--- config.mk ---
export PLATFORM = sky130hd
export DESIGN_NAME = timer
export DESIGN_NICKNAME = d
export VERILOG_FILES = /design/src/rtl/timer.sv
export SDC_FILE = /design/constraint.sdc
export NUM_CORES = 1
export LEC_CHECK = 0
export BUFFER_PORTS_ARGS = -buffer_cell sky130_fd_sc_hd__buf_2
export CAP_MARGIN = 10
export CORE_MARGIN = 4
export CORE_UTILIZATION = 54
export DETAILED_ROUTE_END_ITERATION = 12
export PLACE_DENSITY = 0.87
export RECOVER_POWER = 50
export SYNTH_ARGS = -nofsm -noshare
export SYNTH_HDL_FRONTEND = slang
export SYNTH_SLANG_ARGS = --single-unit
--- constraint.sdc ---
create_clock -name clk -period 2.8 [get_ports clk]
set_input_delay 0.42 -clock clk [delete_from_list [all_inputs] [get_ports clk]]
set_output_delay 0.42 -clock clk [all_outputs]
set_load 0.02 [all_outputs]
--- src/rtl/timer.sv ---
// -----------------------------------------------------------------------------
// timer -- prescaled down-counter with a one-shot or periodic reload and a
// level interrupt.
//
// Ports
//   clk       : sole clock, rising edge
//   rst_n     : asynchronous active-low reset
//   reg_we    : full-word register write strobe
//   reg_addr  : register word index (0 CTRL, 1 PRESCALE, 2 RELOAD, 3 COUNT,
//               4 STATUS, 5-7 unmapped)
//   reg_data  : write data
//   reg_q     : registered read data for the register at reg_addr
//   irq       : EXPIRED & IRQ_EN
//
// Bus timing: there is no valid/ready handshake. A write takes effect on the
// rising edge where reg_we=1. Every edge samples reg_addr, and reg_q shows that
// register's pre-edge value one cycle later. Reads have no side effects.
// -----------------------------------------------------------------------------
module timer #(
    parameter int PRESCALE_W = 16
) (
    input  logic        clk,
    input  logic        rst_n,
    input  logic        reg_we,
    input  logic [2:0]  reg_addr,
    input  logic [31:0] reg_data,
    output logic [31:0] reg_q,
    output logic        irq
);

    localparam logic [2:0] ADDR_CTRL     = 3'd0;
    localparam logic [2:0] ADDR_PRESCALE = 3'd1;
    localparam logic [2:0] ADDR_RELOAD   = 3'd2;
    localparam logic [2:0] ADDR_COUNT    = 3'd3;
    localparam logic [2:0] ADDR_STATUS   = 3'd4;

    localparam logic [PRESCALE_W-1:0] PCNT_ONE = PRESCALE_W'(1);

    // ctrl_q: bit0 EN, bit1 PERIODIC, bit2 IRQ_EN
    logic [2:0]            ctrl_q,     ctrl_d;
    logic [PRESCALE_W-1:0] prescale_q, prescale_d;
    logic [31:0]           reload_q,   reload_d;
    logic [31:0]           count_q,    count_d;
    logic                  expired_q,  expired_d;
    logic [PRESCALE_W-1:0] pcnt_q,     pcnt_d;
    logic [31:0]           reg_d;

    logic wr_ctrl, wr_prescale, wr_reload, wr_count, wr_status;
    logic tick, expire;

    assign wr_ctrl     = reg_we && (reg_addr == ADDR_CTRL);
    assign wr_prescale = reg_we && (reg_addr == ADDR_PRESCALE);
    assign wr_reload   = reg_we && (reg_addr == ADDR_RELOAD);
    assign wr_count    = reg_we && (reg_addr == ADDR_COUNT);
    assign wr_status   = reg_we && (reg_addr == ADDR_STATUS);

    // One tick per PRESCALE+1 enabled cycles.
    assign tick   = ctrl_q[0] && (pcnt_q == prescale_q);
    // A software COUNT write in the same cycle suppresses the expiry.
    assign expire = tick && (count_q == 32'd0) && !wr_count;

    assign irq = expired_q & ctrl_q[2];

    always_comb begin
        ctrl_d     = ctrl_q;
        prescale_d = prescale_q;
        reload_d   = reload_q;
        count_d    = count_q;
        expired_d  = expired_q;
        pcnt_d     = pcnt_q;
        reg_d      = 32'd0;

        // Prescaler: restarts on reconfiguration, idles at 0 while disabled.
        if (wr_ctrl || wr_prescale || !ctrl_q[0] || tick) begin
            pcnt_d = '0;
        end else begin
            pcnt_d = pcnt_q + PCNT_ONE;
        end

        // COUNT: software write beats decrement and reload.
        if (wr_count) begin
            count_d = reg_data;
        end else if (tick) begin
            if (count_q != 32'd0) begin
                count_d = count_q - 32'd1;
            end else if (ctrl_q[1]) begin
                count_d = reload_q;
            end
        end

        // EXPIRED: W1C, but a same-cycle expiry wins.
        if (wr_status && reg_data[0]) begin
            expired_d = 1'b0;
        end
        if (expire) begin
            expired_d = 1'b1;
        end

        // One-shot expiry drops EN unless software rewrites CTRL this cycle.
        if (expire && !ctrl_q[1]) begin
            ctrl_d[0] = 1'b0;
        end
        if (wr_ctrl) begin
            ctrl_d = reg_data[2:0];
        end

        if (wr_prescale) begin
            prescale_d = reg_data[PRESCALE_W-1:0];
        end
        if (wr_reload) begin
            reload_d = reg_data;
        end

        // Read mux sees pre-edge register values.
        case (reg_addr)
            ADDR_CTRL:     reg_d[2:0] = ctrl_q;
            ADDR_PRESCALE: reg_d[PRESCALE_W-1:0] = prescale_q;
            ADDR_RELOAD:   reg_d = reload_q;
            ADDR_COUNT:    reg_d = count_q;
            ADDR_STATUS:   reg_d[0] = expired_q;
            default:       reg_d = 32'd0;
        endcase
    end

    always_ff @(posedge clk or negedge rst_n) begin
        if (!rst_n) begin
            ctrl_q     <= '0;
            prescale_q <= '0;
            reload_q   <= '0;
            count_q    <= '0;
            expired_q  <= 1'b0;
            pcnt_q     <= '0;
            reg_q      <= '0;
        end else begin
            ctrl_q     <= ctrl_d;
            prescale_q <= prescale_d;
            reload_q   <= reload_d;
            count_q    <= count_d;
            expired_q  <= expired_d;
            pcnt_q     <= pcnt_d;
            reg_q      <= reg_d;
        end
    end

endmodule

# Word level (Yosys, flattened, before mapping)

Index checks and enable logic that the tools add are counted.

Bits in latches: 0
Output and inout bits: 33
Register bits after elaboration: 132
Memories kept: 0
Bits in read-only memories: 0
Logic and storage cells: 53
Memory bits (writable): 0

Reductions and logical operators: 24
Bitwise operators: 1
$add $sub $neg: 2
Equality and inequality tests: 5
Multipliers: 0
Divide/modulo/power cells: 0
Order comparisons: 0
Multiplexer cells: 13
Shift-type cells: 0

Operators by type and width:

| operator                                            | count |
|---|---|
| 2-to-1 mux 32 bit                                   | 4 |
| one-hot mux 13 bit (3 select lines)                 | 1 |
| zero test 32 bit                                    | 1 |
| one-hot mux 16 bit (2 select lines)                 | 1 |
| nonzero test 32 bit                                 | 1 |
| subtractor 32 x 1 -> 32 bit (second input constant) | 1 |
| adder 16 x 1 -> 16 bit (second input constant)      | 1 |
| == test 16 bit                                      | 1 |
| 2-to-1 mux 16 bit                                   | 1 |
| logical AND 1 bit                                   | 10 |
| one-hot mux 2 bit (4 select lines)                  | 1 |
| == test 3 x 2 -> 1 bit (second input constant)      | 2 |
| nonzero test 2 bit                                  | 3 |
| one-hot mux 1 bit (5 select lines)                  | 1 |
| 2-to-1 mux 1 bit                                    | 4 |
| == test 3 x 1 -> 1 bit (second input constant)      | 1 |
| == test 3 bit (second input constant)               | 1 |
| zero test 1 bit                                     | 3 |
| zero test 3 bit                                     | 1 |
| logical OR 1 bit                                    | 3 |
| nonzero test 3 bit                                  | 1 |
| AND reduction 2 bit                                 | 1 |
| bitwise AND 1 bit                                   | 1 |

# Longest topological paths before layout

Depth in word-level cells: 7
Gate-level depth with buffers: 10
Depth with buffers taken out: 8

# Least setup slack after synthesis

OpenSTA, ideal clock, no wires.

Path kind: register to register
From: register count_q[18]
To: register count_q[23]
Slack: 0.086 ns
Stages on the path, launching flop included: 9
Buffers on the path: 2
Arrival time: 2.594 ns
Path through: dfrtp_1 > buf_2 > or4_4 > or3_4 > or4_4 > o2111ai_4 > nand2_2 > buf_6 > o211a_1

Word-level cells in the longest chain between the ends: 4

Ends and longest elaborated chain:

| what                                                                      | line   | RTL |
|---|---|---|
| start: declaration                                                        | 43     | `logic [31:0] count_q, count_d;` |
| start signal: assignment                                                  | 138    | `count_q <= count_d;` |
| subtractor 32 x 1 -> 32 bit / nonzero test 32 bit (equally long branches) | 85, 84 |  |
| 2-to-1 mux 32 bit                                                         | 84     | `if (count_q != 32'd0) begin` |
| 2-to-1 mux 32 bit                                                         | 83     | `end else if (tick) begin` |
| 2-to-1 mux 32 bit                                                         | 81     | `if (wr_count) begin` |

Several ways; a longest one is shown, not always the timed one. The select of a mux whose other input is x is not followed.
A chain may end at the register's enable or synchronous reset.

# Final worst setup path

From: register count_q[21]
To: register count_q[17]

Word-level cells in the longest chain between the ends: 4

Ends and longest elaborated chain:

| what                  | line |
|---|---|
| nonzero test 32 bit * | 84 |
| 2-to-1 mux 32 bit     | 84 |
| 2-to-1 mux 32 bit     | 83 |
| 2-to-1 mux 32 bit     | 81 |

Every way passes the cells marked *; elsewhere a longest branch is shown, timed or not. The select of a mux whose other input is x is not followed.

==> impl_metrics.ini <==
[yosys]
ys_top_cells_by_count = 132 x dfrtp_1, 68 x nor2_1, 66 x mux2_2, 43 x nand2_1, 28 x nand3_1
yosysTopAreaCell = dfrtp_1
syn_area_um2 = 6885
synth_nets = 697
syn_area_per_cell_um2 = 10.50
synth_top_area_share = 0.4797
synthArstFlopShare = 1.000
synth-main-ff-cell = dfrtp_1
yosysUniqueCellTypes = 59
synth_edf_count = 0
netlist_instances = 656
netlist_top_cells_area = dfrtp_1 48%, mux2_2 11%, nor2_1 3.7%, xor2_1 2.7%, xnor2_1 2.4%
synthMostInstantiatedCell = dfrtp_1
ys_ff_latch = 132
seq_area_frac_synth = 0.4797
synth-warning-count = 0

[route]
ant_nets = 0
first_pass_iters = 7
route.detailed.drc = 0
first_iter_violations = 544
num_vias = 5956
drt-vias-per-instance = 6.256
wl_per_cell_um = 20.18
finalWirelength_um = 19210

[min_path]
hp-class = in2reg

[cells_and_area]
drive_gt1_frac = 0.3202
diodes = 0
syn2layout_area_growth_pct = 22.59
post-route-util = 0.6884
fin_cells = 952
nNetsFinal = 813
fin_area_um2 = 8441

[outcome]
status = finished, violations left
violations = capacitance limit, slew limit

[global_route]
grt_max_degree = 66
grt_pass1_wl_um = 31200
track_usage = 0.2742
antenna_found_initial = 0
grt_pass1_vias = 5925
grt-ovfl-total = 0

[timing]
finalWorstSetupSlack_ps = 45.95
period_share = 0.9836
final-hold-violation-count = 0
worst_slew_pin_slew_ps = 1772
skew_ps = 8.432
slew-limit-headroom = -0.1815
fmax_ghz = 0.3631
fin_crit_ps = 2754
slew_viol_final = 41
setup_viol = 0
rsz0062_at_grt = yes

[die]
fp.dieArea_um2 = 14620
io_pins = 71
die_w_um = 120.9
initial_core_util = 0.5615
coreArea_um2 = 12260
rows = 40
die_h_um = 120.9

[critical_path]
r2r_slack_ps = 50
crit_path_end_kind = register
required_ps = 3120
worst-path-max-fanout = 6
path_class = reg2reg
cp_data_arrival_time_ps = 3070
cp-endpoint = count_q[17]
reg2regPathDepth = 7
startpoint = count_q[21]
r2r-end = count_q[17]
start_kind = register
r2r_start = count_q[21]

[placement]
portBuffers = 70
dp_cells = 911
place_hpwl_um = 13380
pre_cts_slack_ps = -102.6
dpl_cell_area_um2 = 7739
gp_congestion = 0.9191

[pwr]
irDropWorstVdd_mv = 0.5201
powerDensity_nw_per_um2 = 689.2
power.leakage_nw = 3.782
total_power_mw = 5.818

[clock_tree]
clock_sinks = 132
clkTransAtPathRegs_ps = 60
clk_path_buf_depth = 2
h-tree-depth = 4
cts-root-buf = clkbuf_16
cts_buffers = 17
clk_latency_ps = 440
cts_tree = built

[job]
max-cap-violations = 1
## per-stage QoR
| stage | setup TNS [ps] | hold slack (ps) |
|---|---|---|
| after floorplan | 0 | 124.4 |
| after CTS | 0 | 215.5 |
| final | 0 | 227.9 |
| after global placement | -352.9 | 345.0 |
| after global routing | -43.39 | 235.7 |
| after detailed placement | -602.1 | 348.9 |
## timing repair
action,CTS,global route
setup endpoints to repair,13,13
hold buffers,1,0
gates resized for setup,4,2
buffers inserted,4,5
pin swaps,1,6
endpoints found under the hold margin,39,0
## placed cells by master, fill, tap and decap left out, types with 6 or more instances in the layout
cell,Yosys,layout
nor3_1,14,14
o21ai_0,24,24
buf_2,5,68
nand3_1,28,28
clkbuf_16,0,17
nor4_1,15,14
a21oi_1,9,9
a22oi_1,13,13
mux2_2,66,66
nand4_1,10,10
a21o_1,7,7
a31oi_1,7,7
nand2_1,43,43
or4_1,6,6
buf_4,2,60
xor2_1,21,21
a211oi_1,10,10
o211ai_1,9,9
nor2_1,68,68
and3_1,7,7
dfrtp_1,132,132
xnor2_1,19,19
a22o_1,17,17
inv_1,14,14
## critical path, stage by stage, from the launching register on
cell and delay, ps:
dfrtp_1 380, or4_4 540, or3_4 380, or4_4 570, o2111ai_4 270, nand2_2 130, buf_6 160, a22o_1 210
## cell families after synthesis
| group | after synthesis | share of synthesized area |
|---|---|---|
| simple gates | 220 | 0.1590 |
| flops | 132 | 0.4797 |
| compound gates | 131 | 0.1452 |
| mux | 74 | 0.1250 |
| buf+inv | 56 | 0.03471 |
| xor+xnor | 40 | 0.05088 |
| fa+ha+maj | 3 | 0.005452 |
## power breakdown
part	switching, mW	total [mW]	internal (mW)
Combinational	0.543	1.05	0.506
Sequential	0.275	2.45	2.18
Clock	0.848	2.31	1.47
## how the worst min path moves through the flow
stage                     depth (start not counted)  slack [ps]          from            to
final                                             2         230  reg_data[19]  reload_q[19]
after global routing                              2         240  reg_data[19]  reload_q[19]
after CTS                                         2         220  reg_data[19]  reload_q[19]
after detailed placement                          1         350         rst_n     reg_q[30]
after global placement                            1         340         rst_n     reg_q[24]
after floorplan                                   0         120         rst_n    count_q[0]
## flip-flops by register name, summed over array words and instances (netlist names)
signal	flops
reg_q	32
pcnt_q	16
reload_q	32
expired_q	1
ctrl_q	3
prescale_q	16
count_q	32
## routing by layer
metal  wire length, um  GRT usage  up-vias
met4               580     0.1197        0
met5                 0          0        -
met1              7999     0.3634     2950
met2              9266     0.4366      299
li1                  -          -     2655
met3              1366    0.05734       52
## area by class of cell
class | count | area (um2)
sequential | 132 | 3303
fill | 886 | 3821
multi-input combinational | 468 | 3354
clock inverter | 11 | 151.4
clock buffer | 20 | 466.7
timing repair buffer | 139 | 902.1
inverter | 14 | 52.55
tap | 168 | 210.2
Power figures use the tool's default switching activity.
